<file path="src/rtl/bus_host_arbiter.sv">
// Round-robin arbiter sharing one req/gnt/rvalid device port between NrHosts hosts.
// Stalled requests stay locked to their host, and an ID FIFO routes in-order responses back to the issuing host.
module bus_host_arbiter #(
  parameter int NrHosts        = 2,
  parameter int DataWidth      = 32,
  parameter int AddressWidth   = 32,
  parameter int MaxOutstanding = 2
) (
  input  logic                             clk_i,
  input  logic                             rst_i,
  input  logic [NrHosts-1:0]               host_req_i,
  output logic [NrHosts-1:0]               host_gnt_o,
  input  logic [NrHosts*AddressWidth-1:0]  host_addr_i,
  input  logic [NrHosts-1:0]               host_we_i,
  input  logic [NrHosts*4-1:0]             host_be_i,
  input  logic [NrHosts*DataWidth-1:0]     host_wdata_i,
  output logic [NrHosts-1:0]               host_rvalid_o,
  output logic [DataWidth-1:0]             host_rdata_o,
  output logic                             host_err_o,
  output logic                             dev_req_o,
  input  logic                             dev_gnt_i,
  output logic [AddressWidth-1:0]          dev_addr_o,
  output logic                             dev_we_o,
  output logic [3:0]                       dev_be_o,
  output logic [DataWidth-1:0]             dev_wdata_o,
  input  logic                             dev_rvalid_i,
  input  logic [DataWidth-1:0]             dev_rdata_i,
  input  logic                             dev_err_i,
  output logic                             unexp_rsp_o
);

  localparam int IdxW = (NrHosts > 1) ? $clog2(NrHosts) : 1;
  localparam int PtrW = (MaxOutstanding > 1) ? $clog2(MaxOutstanding) : 1;
  localparam int CntW = $clog2(MaxOutstanding + 1);
  localparam logic [CntW-1:0] CntMax  = CntW'(MaxOutstanding);
  localparam logic [IdxW-1:0] LastIdx = IdxW'(NrHosts - 1);
  localparam logic [PtrW-1:0] LastPtr = PtrW'(MaxOutstanding - 1);

  logic [IdxW-1:0] rr_ptr;
  logic [IdxW-1:0] lock_idx;
  logic            lock_valid;
  logic            lock_hold;
  logic [IdxW-1:0] sel;
  logic [IdxW-1:0] sel_next;
  logic            any_req;
  logic            issue_ok;
  logic            grant;
  logic            pop;

  logic [IdxW-1:0] id_fifo [MaxOutstanding];
  logic [PtrW-1:0] wr_ptr;
  logic [PtrW-1:0] rd_ptr;
  logic [CntW-1:0] count;
  logic [IdxW-1:0] head;
  logic            unexp_rsp_q;

  function automatic logic [PtrW-1:0] ptr_inc(input logic [PtrW-1:0] p);
    return (p == LastPtr) ? '0 : p + 1'b1;
  endfunction

  // A lock only holds while its host keeps requesting; a dropped request falls back to round-robin.
  assign lock_hold = lock_valid & host_req_i[lock_idx];
  assign any_req   = |host_req_i;

  // NOTE: every variable written in always_comb gets a default first, so no path can infer a latch.
  always_comb begin
    int   cand;
    logic found;
    sel   = rr_ptr;
    cand  = 0;
    found = 1'b0;
    if (lock_hold) begin
      sel = lock_idx;
    end else begin
      for (int i = 0; i < NrHosts; i++) begin
        cand = int'(rr_ptr) + i;
        if (cand >= NrHosts) cand = cand - NrHosts;
        if (!found && host_req_i[cand]) begin
          sel   = IdxW'(cand);
          found = 1'b1;
        end
      end
    end
  end

  assign sel_next = (sel == LastIdx) ? '0 : sel + 1'b1;

  // Full gating looks only at the registered count; a pop this cycle frees a slot next cycle.
  assign issue_ok  = !rst_i && any_req && (count < CntMax);
  assign dev_req_o = issue_ok;
  assign grant     = issue_ok & dev_gnt_i;

  assign dev_addr_o  = host_addr_i[int'(sel)*AddressWidth +: AddressWidth];
  assign dev_we_o    = host_we_i[sel];
  assign dev_be_o    = host_be_i[int'(sel)*4 +: 4];
  assign dev_wdata_o = host_wdata_i[int'(sel)*DataWidth +: DataWidth];

  always_comb begin
    host_gnt_o      = '0;
    host_gnt_o[sel] = grant;
  end

  assign pop  = dev_rvalid_i && (count != '0);
  assign head = id_fifo[rd_ptr];

  always_comb begin
    host_rvalid_o       = '0;
    host_rvalid_o[head] = pop;
  end

  assign host_rdata_o = dev_rdata_i;
  assign host_err_o   = dev_err_i;
  assign unexp_rsp_o  = unexp_rsp_q;

  // NOTE: state registers use non-blocking assignments so every flop samples pre-edge values.
  always_ff @(posedge clk_i) begin
    if (rst_i) begin
      rr_ptr      <= '0;
      lock_valid  <= 1'b0;
      lock_idx    <= '0;
      wr_ptr      <= '0;
      rd_ptr      <= '0;
      count       <= '0;
      unexp_rsp_q <= 1'b0;
    end else begin
      if (grant) begin
        rr_ptr     <= sel_next;
        lock_valid <= 1'b0;
      end else if (issue_ok) begin
        lock_valid <= 1'b1;
        lock_idx   <= sel;
      end else begin
        lock_valid <= 1'b0;
      end

      if (grant) wr_ptr <= ptr_inc(wr_ptr);
      if (pop)   rd_ptr <= ptr_inc(rd_ptr);

      case ({grant, pop})
        2'b10:   count <= count + 1'b1;
        2'b01:   count <= count - 1'b1;
        default: count <= count;
      endcase

      if (dev_rvalid_i && (count == '0)) unexp_rsp_q <= 1'b1;
    end
  end

  // NOTE: the ID storage has no reset; an entry is only read after it was written, and reset clears count.
  always_ff @(posedge clk_i) begin
    if (grant) id_fifo[wr_ptr] <= sel;
  end

endmodule

</file>
<file path="config.mk">
export PLATFORM = sky130hd
export DESIGN_NAME = bus_host_arbiter
export DESIGN_NICKNAME = d
export VERILOG_FILES = /design/src/rtl/bus_host_arbiter.sv
export SDC_FILE = /design/constraint.sdc
export NUM_CORES = 1
export LEC_CHECK = 0
export ABC_AREA = 1
export CORE_AREA = 3 3 109 111
export DETAILED_ROUTE_END_ITERATION = 16
export DIE_AREA = 0 0 112 114
export SYNTH_ARGS = -nofsm -noshare
export SYNTH_HDL_FRONTEND = slang
export SYNTH_SLANG_ARGS = --single-unit
export TNS_END_PERCENT = 50
</file>
<file path="constraint.sdc">
create_clock -name clk_i -period 1.3 [get_ports clk_i]
set_clock_uncertainty 0.05 [all_clocks]
set_input_delay 0.26 -clock clk_i [delete_from_list [all_inputs] [get_ports clk_i]]
set_output_delay 0.26 -clock clk_i [all_outputs]
set_load 0.05 [all_outputs]
</file>
==> results of run 1 <==
[where the power goes]
part | switching (uW) | total, uW | internal [uW]
Combinational | 2020 | 3990 | 1970
Sequential | 28.6 | 417 | 388
Clock | 127 | 342 | 215
Total | 2180 | 4750 | 2570
[cell families after synthesis]
kind of cell / count (synthesis)
flops: 11
compound gates: 9
buf+inv: 63
simple gates: 251
fa+ha+maj: 1
[critical path, stage by stage (launching register included)]
cell and delay, ns:
dfxtp_2 0.32, inv_2 0.05, nand2_1 0.04, nand2_1 0.10, nand2_4 0.09, buf_12 0.13
nand2_4 0.10, buf_12 0.13, nand2_1 0.08, nand2_4 0.07, buf_12 0.13
[layer usage]
metal  routed length [um]  global-route usage, %  vias up
met5                    0                      0        -
met1                 3136                  14.29     1241
met4                  183                  3.686        0
met3                  846                  3.660       21
li1                     -                      -     1376
met2                 5455                  28.54      150
[synth_stat cells]
| cell type | n | area [sq um] |
|---|---|---|
| buf_12 | 3 | 60.06 |
| nand2_8 | 1 | 20.02 |
| nor2_2 | 3 | 18.77 |
| o21ai_2 | 1 | 8.760 |
| buf_4 | 33 | 247.7 |
| a21oi_1 | 3 | 15.01 |
| a31oi_1 | 1 | 6.260 |
| nand3_4 | 1 | 17.52 |
| nand2_1 | 201 | 754.5 |
| inv_1 | 16 | 60.06 |
| nor2_1 | 13 | 48.80 |
| ha_1 | 1 | 12.51 |
| buf_2 | 6 | 30.03 |
| dfxtp_1 | 9 | 180.2 |
| nand2_2 | 30 | 187.7 |
| buf_6 | 5 | 56.30 |
| nand2_4 | 1 | 11.26 |
| nand3b_1 | 1 | 7.510 |
| o21ai_0 | 4 | 20.02 |
| edfxtp_1 | 2 | 60.06 |
[metrics by stage]
| stage | total power (uW) | hold WS [ns] | TNS, ns |
|---|---|---|---|
| 2_1_floorplan | 2570 | 0.2824 | -4.490 |
| 3_3_place_gp | 4171 | 0.4087 | -52.28 |
| 3_5_place_dp | 4206 | 0.4186 | -53.88 |
| 4_1_cts | 4764 | 0.3952 | -35.12 |
| 5_1_grt | 4967 | 0.4323 | -40.03 |
| 6_report | 4750 | 0.3920 | -32.29 |
[cell type report]
class | instances | area [sq um] | area share, %
flip-flops and latches | 11 | 245.2 | 4.223
inverters | 16 | 60.06 | 1.034
multi-input cells | 262 | 1919 | 33.05
well taps | 140 | 175.2 | 3.017
clock buffers | 4 | 45.04 | 0.7757
repair buffers | 249 | 3362 | 57.90
[flip-flops by register name (all words and copies together), names as in the netlist, named ones only]
signal,flops
count,2
wr_ptr,1
lock_idx,1
rd_ptr,1
id_fifo,2
lock_valid,1
unexp_rsp_o,1
rr_ptr,1
[worst max path at each step]
| stage | start | endpoint | slack (ns) | cells after the start |
|---|---|---|---|---|
| CTS | lock_valid$_SDFF_PP0_ | dev_wdata_o[7] | -0.53 | 10 |
| floorplan | count[1]$_SDFFE_PP0P_ | count[1]$_SDFFE_PP0P_ | -0.12 | 7 |
| global placement | host_req_i[1] | dev_addr_o[29] | -0.73 | 9 |
| global route | lock_valid$_SDFF_PP0_ | dev_addr_o[22] | -0.61 | 10 |
| finish | lock_valid$_SDFF_PP0_ | dev_wdata_o[20] | -0.50 | 10 |
| detailed placement | host_req_i[1] | dev_wdata_o[5] | -0.76 | 9 |
[timing repair]
action                     in CTS  in global routing
gates cloned                    3                  1
setup endpoints to repair      84                 79
hold buffers                    0                  0
pin swaps                       7                  7
resized for setup              60                 19
setup buffers                   5                  0
==> results.cfg, run 1 <==
[clocking]
clk_pin_slew_ns = 0.05
clk_path_buf_depth = 2
cts_buffers = 3
cts_sinks = 11
ctsRootBufferMaster = clkbuf_8
clk_latency_ns = 0.24
cts_max_level = 1
cts_tree = built

[layout]
area.growth.synth_to_final_pct = 218.5
final.fill_count = 984
postLayoutCoreUtil_pct = 53.33
design_area_sq_um = 5807
layout_common_cells = 138 x clkdlybuf4s50_1, 110 x nand2_2, 87 x buf_12
final_common_cell = clkdlybuf4s50_1
layout-drive-gt1-share_pct = 54.98
final_nets = 721
num_antenna_cells = 0
fin_cells = 682

[critical_path]
r2r_end = count[1]$_SDFFE_PP0P_
cp_max_fo = 7
reg2reg_depth = 7
path_class = register to primary output
cp-end-kind = primary output
start_kind = register
r2r_slack_ns = -0.06
rr_startpoint = count[1]$_SDFFE_PP0P_
crit_required_ns = 0.99
arrival_ns = 1.49

[drt]
drt_pass1_iterations = 4
drtIter0Drc = 67
drt_wl_total_mm = 9.621
num_vias = 2788
drc = 0
ant_nets = 0
wl_per_cell_um = 14.11
detail_route.vias_per_cell = 4.088

[synthesis]
muxShareOfSynthArea_pct = 0
synth_top_family_by_area = simple AND/OR/NAND/NOR gates
syn_area_sq_um = 1823
syn_inst = 335
syn_nets = 513
synth_compound_area_share_pct = 2.745
ys_types = 20
synth_fa_ha_area_share_pct = 0.6863
syn_avg_cell_area_sq_um = 5.442
synth-xor-area-share_pct = 0
synth_simple_gate_area_share_pct = 58.48
ys_warn_count = 0
synth-seq-area-share_pct = 13.18
ys_seq_elements = 11

[outcome]
violations = setup timing
run_status = finished, violations left

[power_and_ir_drop]
p_leak_uw = 0.002625
power.density_nw_per_um2 = 818.1
ir_drop_uv = 465.9

[min_path]
hp-class = input port to register
whs_endpoint = unexp_rsp_o$_SDFFE_PP0P_
hold_start = dev_rvalid_i
hold_depth = 3

[global_routing]
grt_use_total_pct = 14.15
grt_overflow = 0
grt_max_degree = 19
grt_antenna_before_repair = 0
grt_pass1_vias = 2958
grt_pass1_wl_mm = 14.69

[floorplan]
rows = 38
io_pins = 285
dieArea_sq_um = 12770
die_w_um = 112
die_h_um = 114
core_area_sq_um = 10890
start_util_pct = 16.74

[placement]
dp_hpwl_mm = 7.973
routabilityCongestion = 0.8061
portBuffers = 218
placed_area_sq_um = 5393
place_inst = 670
dp_slack_ns = -0.7573

[sta]
hold_viol_final = 0
rsz0062_at_grt = true
post-route-period-util_pct = 138.8
setup_violations = 77
tightest_slew_ns = 0.2166
period_minus_slack_ns = 1.804
slew_violations = 0
setup_slack_ns = -0.5038
fmax_mhz = 554.4
max_slew_margin_pct = 85.41

[run]
maxCapViolations = 0
Note: power is estimated with default switching activity, not from simulation.
==> inputs of run 2 (changes only) <==
CTS_CLUSTER_DIAMETER = 120   (was default)
SKIP_CTS_REPAIR_TIMING = 1   (was default)
TNS_END_PERCENT = default   (was 50)
==> results.cfg, run 2 (synthesis gave the netlist of run 1 again) <==
[global_routing]
grt_pass1_wl_mm = 13.99
grt_pass1_vias = 2811
grt_overflow = 0
grt_max_degree = 28
grt_use_total_pct = 13.39
grt_antenna_before_repair = 0

[clocking]
ctsRootBufferMaster = clkbuf_8
clk_latency_ns = 0.24
cts_buffers = 3
cts_max_level = 1
cts_tree = built
clk_pin_slew_ns = 0.05
clk_path_buf_depth = 2
cts_sinks = 11

[sta]
period_minus_slack_ns = 1.800
setup_violations = 78
rsz0062_at_grt = true
max_slew_margin_pct = 83.51
fmax_mhz = 555.4
post-route-period-util_pct = 138.5
slew_violations = 0
hold_viol_final = 0
tns_ns = -33.66
setup_slack_ns = -0.5004
tightest_slew_ns = 0.2447
hold_slack_ns = 0.3322

[layout]
num_antenna_cells = 0
area.growth.synth_to_final_pct = 257.2
largestRegisters = count x2, id_fifo x2
final_common_cell = clkdlybuf4s50_1
final_nets = 726
ff_latch_area_sq_um = 246.5
layout_common_cells = 138 x clkdlybuf4s50_1, 90 x nand2_4, 83 x buf_12
multi_input_area_sq_um = 2489
final.fill_count = 899
design_area_sq_um = 6513
layout-drive-gt1-share_pct = 60.88

[min_path]
hp-class = input port to register

[power_and_ir_drop]
p_leak_uw = 0.002855
power.density_nw_per_um2 = 797.6
ir_drop_uv = 386.1
finalPower_uw = 5194

[placement]
portBuffers = 218
dp_slack_ns = -0.7370
routabilityCongestion = 0.8142
dp_hpwl_mm = 7.900
placed_area_sq_um = 5702

[floorplan]
start_util_pct = 16.74
dieArea_sq_um = 12770
die_h_um = 114
io_pins = 285
rows = 38
core_area_sq_um = 10890
die_w_um = 112

[critical_path]
crit_required_ns = 0.99
cp-end-kind = primary output
path_cells = inv_2 > nand2_2 > nand2_2 > nand2_4 > nand2_8 > clkbuf_16 > nand2_2 > nand2_4 > buf_12
cp_max_fo = 7
start_kind = register
crit_slowest_cell = dfxtp_2
arrival_ns = 1.49
path_common_cell = nand2_2
max_stage_delay_ns = 0.33
path_class = register to primary output

[drt]
drt_pass1_iterations = 4
num_vias = 2828
ant_nets = 0
drtIter0Drc = 73
drt_wl_total_mm = 10.26
drc = 0
wl_per_cell_um = 14.94
detail_route.vias_per_cell = 4.116

[outcome]
run_status = finished, violations left
violations = setup timing

[run]
maxCapViolations = 0
==> run 2: cell count changes in the layout (fill, tap and decap cells not counted), moves of 4 or more <==
cell,previous run,this run
buf_12,87,83
clkbuf_16,1,9
dlygate4sd2_1,5,0
dlymetal6s2s_1,0,4
nand2_1,60,36
nand2_2,110,77
nand2_4,53,90
nand2_8,11,32
==> run 2: layer usage <==
metal | vias to the layer above | GRT usage [%] | part of all wire, %
met1 | 1263 | 14.44 | 34
met2 | 151 | 26.46 | 56
li1 | 1393 | - | -
met3 | 21 | 2.865 | 8.0
met5 | - | 0 | 0
met4 | 0 | 3.205 | 1.6
==> run 2: area by class of cell <==
class / instances / area share, %
timing repair buffer: 253 / 53.70
multi-input combinational: 263 / 38.21
sequential: 11 / 3.785
tap: 140 / 2.690
inverter: 16 / 0.9222
clock buffer: 4 / 0.6916
==> run 2: final timing paths <==
path | start | endpoint | slack [ns] | depth (start not counted)
worst min register to register | rd_ptr$_SDFFE_PP0P_ | register | 0.44 | 2
worst max register to register | count[1]$_SDFFE_PP0P_ | count[1]$_SDFFE_PP0P_ | -0.12 | 8
worst max-delay path | lock_valid$_SDFF_PP0_ | dev_wdata_o[9] | -0.50 | 9
worst min-delay path | rst_i | unexp_rsp_o$_SDFFE_PP0P_ | 0.33 | 3
==> run 2: where the power goes <==
part,switching (uW),internal (uW)
combinational,2260,2180
sequential,29.9,387
clock,131,216
==> run 2: worst max-delay path, delay by kind of cell, from the launching register on <==
kind | cells | cell delay, ns
buffers and inverters | 3 | 0.39
flip-flops | 1 | 0.33
AND/OR/NAND/NOR | 6 | 0.52
==> run 2: metrics by stage <==
step	instances	util [%]
final	687	59.81
after global routing	687	59.81
after global placement	665	52.37
after CTS	669	52.78
after floorplan	335	-
after detailed placement	665	52.37
==> inputs of run 3 (changes only) <==
CORE_AREA = 2 2 112 114   (was 3 3 109 111)
DIE_AREA = 0 0 114 116   (was 0 0 112 114)
REMOVE_ABC_BUFFERS = 1   (was default)
==> results.cfg, run 3 (synthesis gave the netlist of run 1 again) <==
[outcome]
run_status = finished, violations left
violations = setup timing

[sta]
hold_slack_ns = 0.2685
hold_viol_final = 0
max_slew_margin_pct = 79.54
slew_violations = 0
period_minus_slack_ns = 1.778
setup_violations = 81
tightest_slew_ns = 0.3037
rsz0062_at_grt = true
setup_slack_ns = -0.4778
post-route-period-util_pct = 136.8
fmax_mhz = 562.5

[global_routing]
grt_antenna_before_repair = 0
grt_use_total_pct = 13.47
grt_pass1_wl_mm = 13.74
grt_overflow = 0
grt_max_degree = 29
grt_pass1_vias = 2703

[critical_path]
crit_slowest_cell = dfxtp_2
path_cells = inv_2 > nand2_2 > nand2_2 > nand2_4 > nand2_8 > clkbuf_16 > nand2_1 > nand2_2 > buf_12
path_delay_family = simple AND/OR/NAND/NOR gates
rr_startpoint = count[1]$_SDFFE_PP0P_
crit_required_ns = 0.99
cp_num_buf_inv = 3
cp_max_fo = 8
path_class = register to primary output
arrival_ns = 1.47
startpoint = lock_valid$_SDFF_PP0_
path_common_cell = nand2_2
cp-end-kind = primary output
r2r_slack_ns = -0.19
max_stage_delay_ns = 0.33
start_kind = register

[floorplan]
die_w_um = 114
start_util_pct = 15.30
core_area_sq_um = 11910
dieArea_sq_um = 13220
rows = 40
die_h_um = 116
io_pins = 285

[layout]
largestRegisters = count x2, id_fifo x2
final_common_cell = clkdlybuf4s50_1
area.growth.synth_to_final_pct = 203.3
final_nets = 723
design_area_sq_um = 5529
layout_common_cells = 138 x clkdlybuf4s50_1, 108 x nand2_1, 105 x nand2_2
num_antenna_cells = 0
layout-drive-gt1-share_pct = 47.61

[drt]
detail_route.vias_per_cell = 4.090
drt_wl_total_mm = 11.13
drtIter0Drc = 126
wl_per_cell_um = 16.10
num_vias = 2826
drc = 0
drt_pass1_iterations = 4
ant_nets = 0

[clocking]
clk_path_buf_depth = 2
clk_pin_slew_ns = 0.04
cts_tree = built
clk_latency_ns = 0.24
cts_buffers = 3
cts_sinks = 11
ctsRootBufferMaster = clkbuf_16
cts_max_level = 1

[power_and_ir_drop]
power.density_nw_per_um2 = 877.8
p_leak_uw = 0.002577
ir_drop_uv = 429.1

[placement]
portBuffers = 218
dp_hpwl_mm = 8.470
routabilityCongestion = 0.8098
placed_area_sq_um = 4748
dp_slack_ns = -0.7845

[min_path]
hold_start = rst_i
hp-class = input port to register

[run]
maxCapViolations = 0
-- run 3: changes by cell type in the layout (fill, tap and decap cells not counted), moves of 3 or more --
| cell | delta |
|---|---|
| nand2_1 | +72 |
| nand2_4 | -71 |
| nand2_8 | -29 |
| nand2_2 | +28 |
| buf_6 | +5 |
| buf_4 | -3 |
| clkbuf_8 | -3 |
| nor2_2 | +3 |
-- run 3: worst paths after layout --
kind,endpoint,depth (start not counted)
max,dev_addr_o[17],9
max reg2reg,count[1]$_SDFFE_PP0P_,8
min,unexp_rsp_o$_SDFFE_PP0P_,2
min reg2reg,rd_ptr$_SDFFE_PP0P_,2
-- run 3: layer usage --
layer	vias up	global-route usage [%]	part of all wire, %
met5	-	4.074	0.51
met4	2	3.902	1.9
met3	18	6.851	10
met2	168	22.58	51
met1	1252	14.72	37
li1	1386	-	-
-- run 3: cell type report --
class	instances	area, sq um
Fill cell	1133	6382
Timing Repair Buffer	250	3406
Multi-Input combinational cell	263	1554
Sequential cell	11	246.5
Tap cell	147	183.9
Clock buffer	4	78.83
Inverter	16	60.06
-- run 3: power breakdown --
part | leakage, uW | switching [uW] | total [uW] | internal, uW
clock network | 0.0000382 | 147 | 558 | 411
registers | 0.0000941 | 30.3 | 418 | 388
logic | 0.00244 | 1950 | 3880 | 1920
total | 0.00258 | 2130 | 4850 | 2720
-- run 3: stage by stage --
step,TNS [ns],instances,power [uW],util [%]
final,-32.35,691,4853,46.42
after global routing,-37.69,691,5053,46.42
after CTS,-51.86,674,4383,40.53
after detailed placement,-53.41,670,3818,39.86
after global placement,-50.80,670,3780,39.86
after floorplan,-25.47,288,1853,-
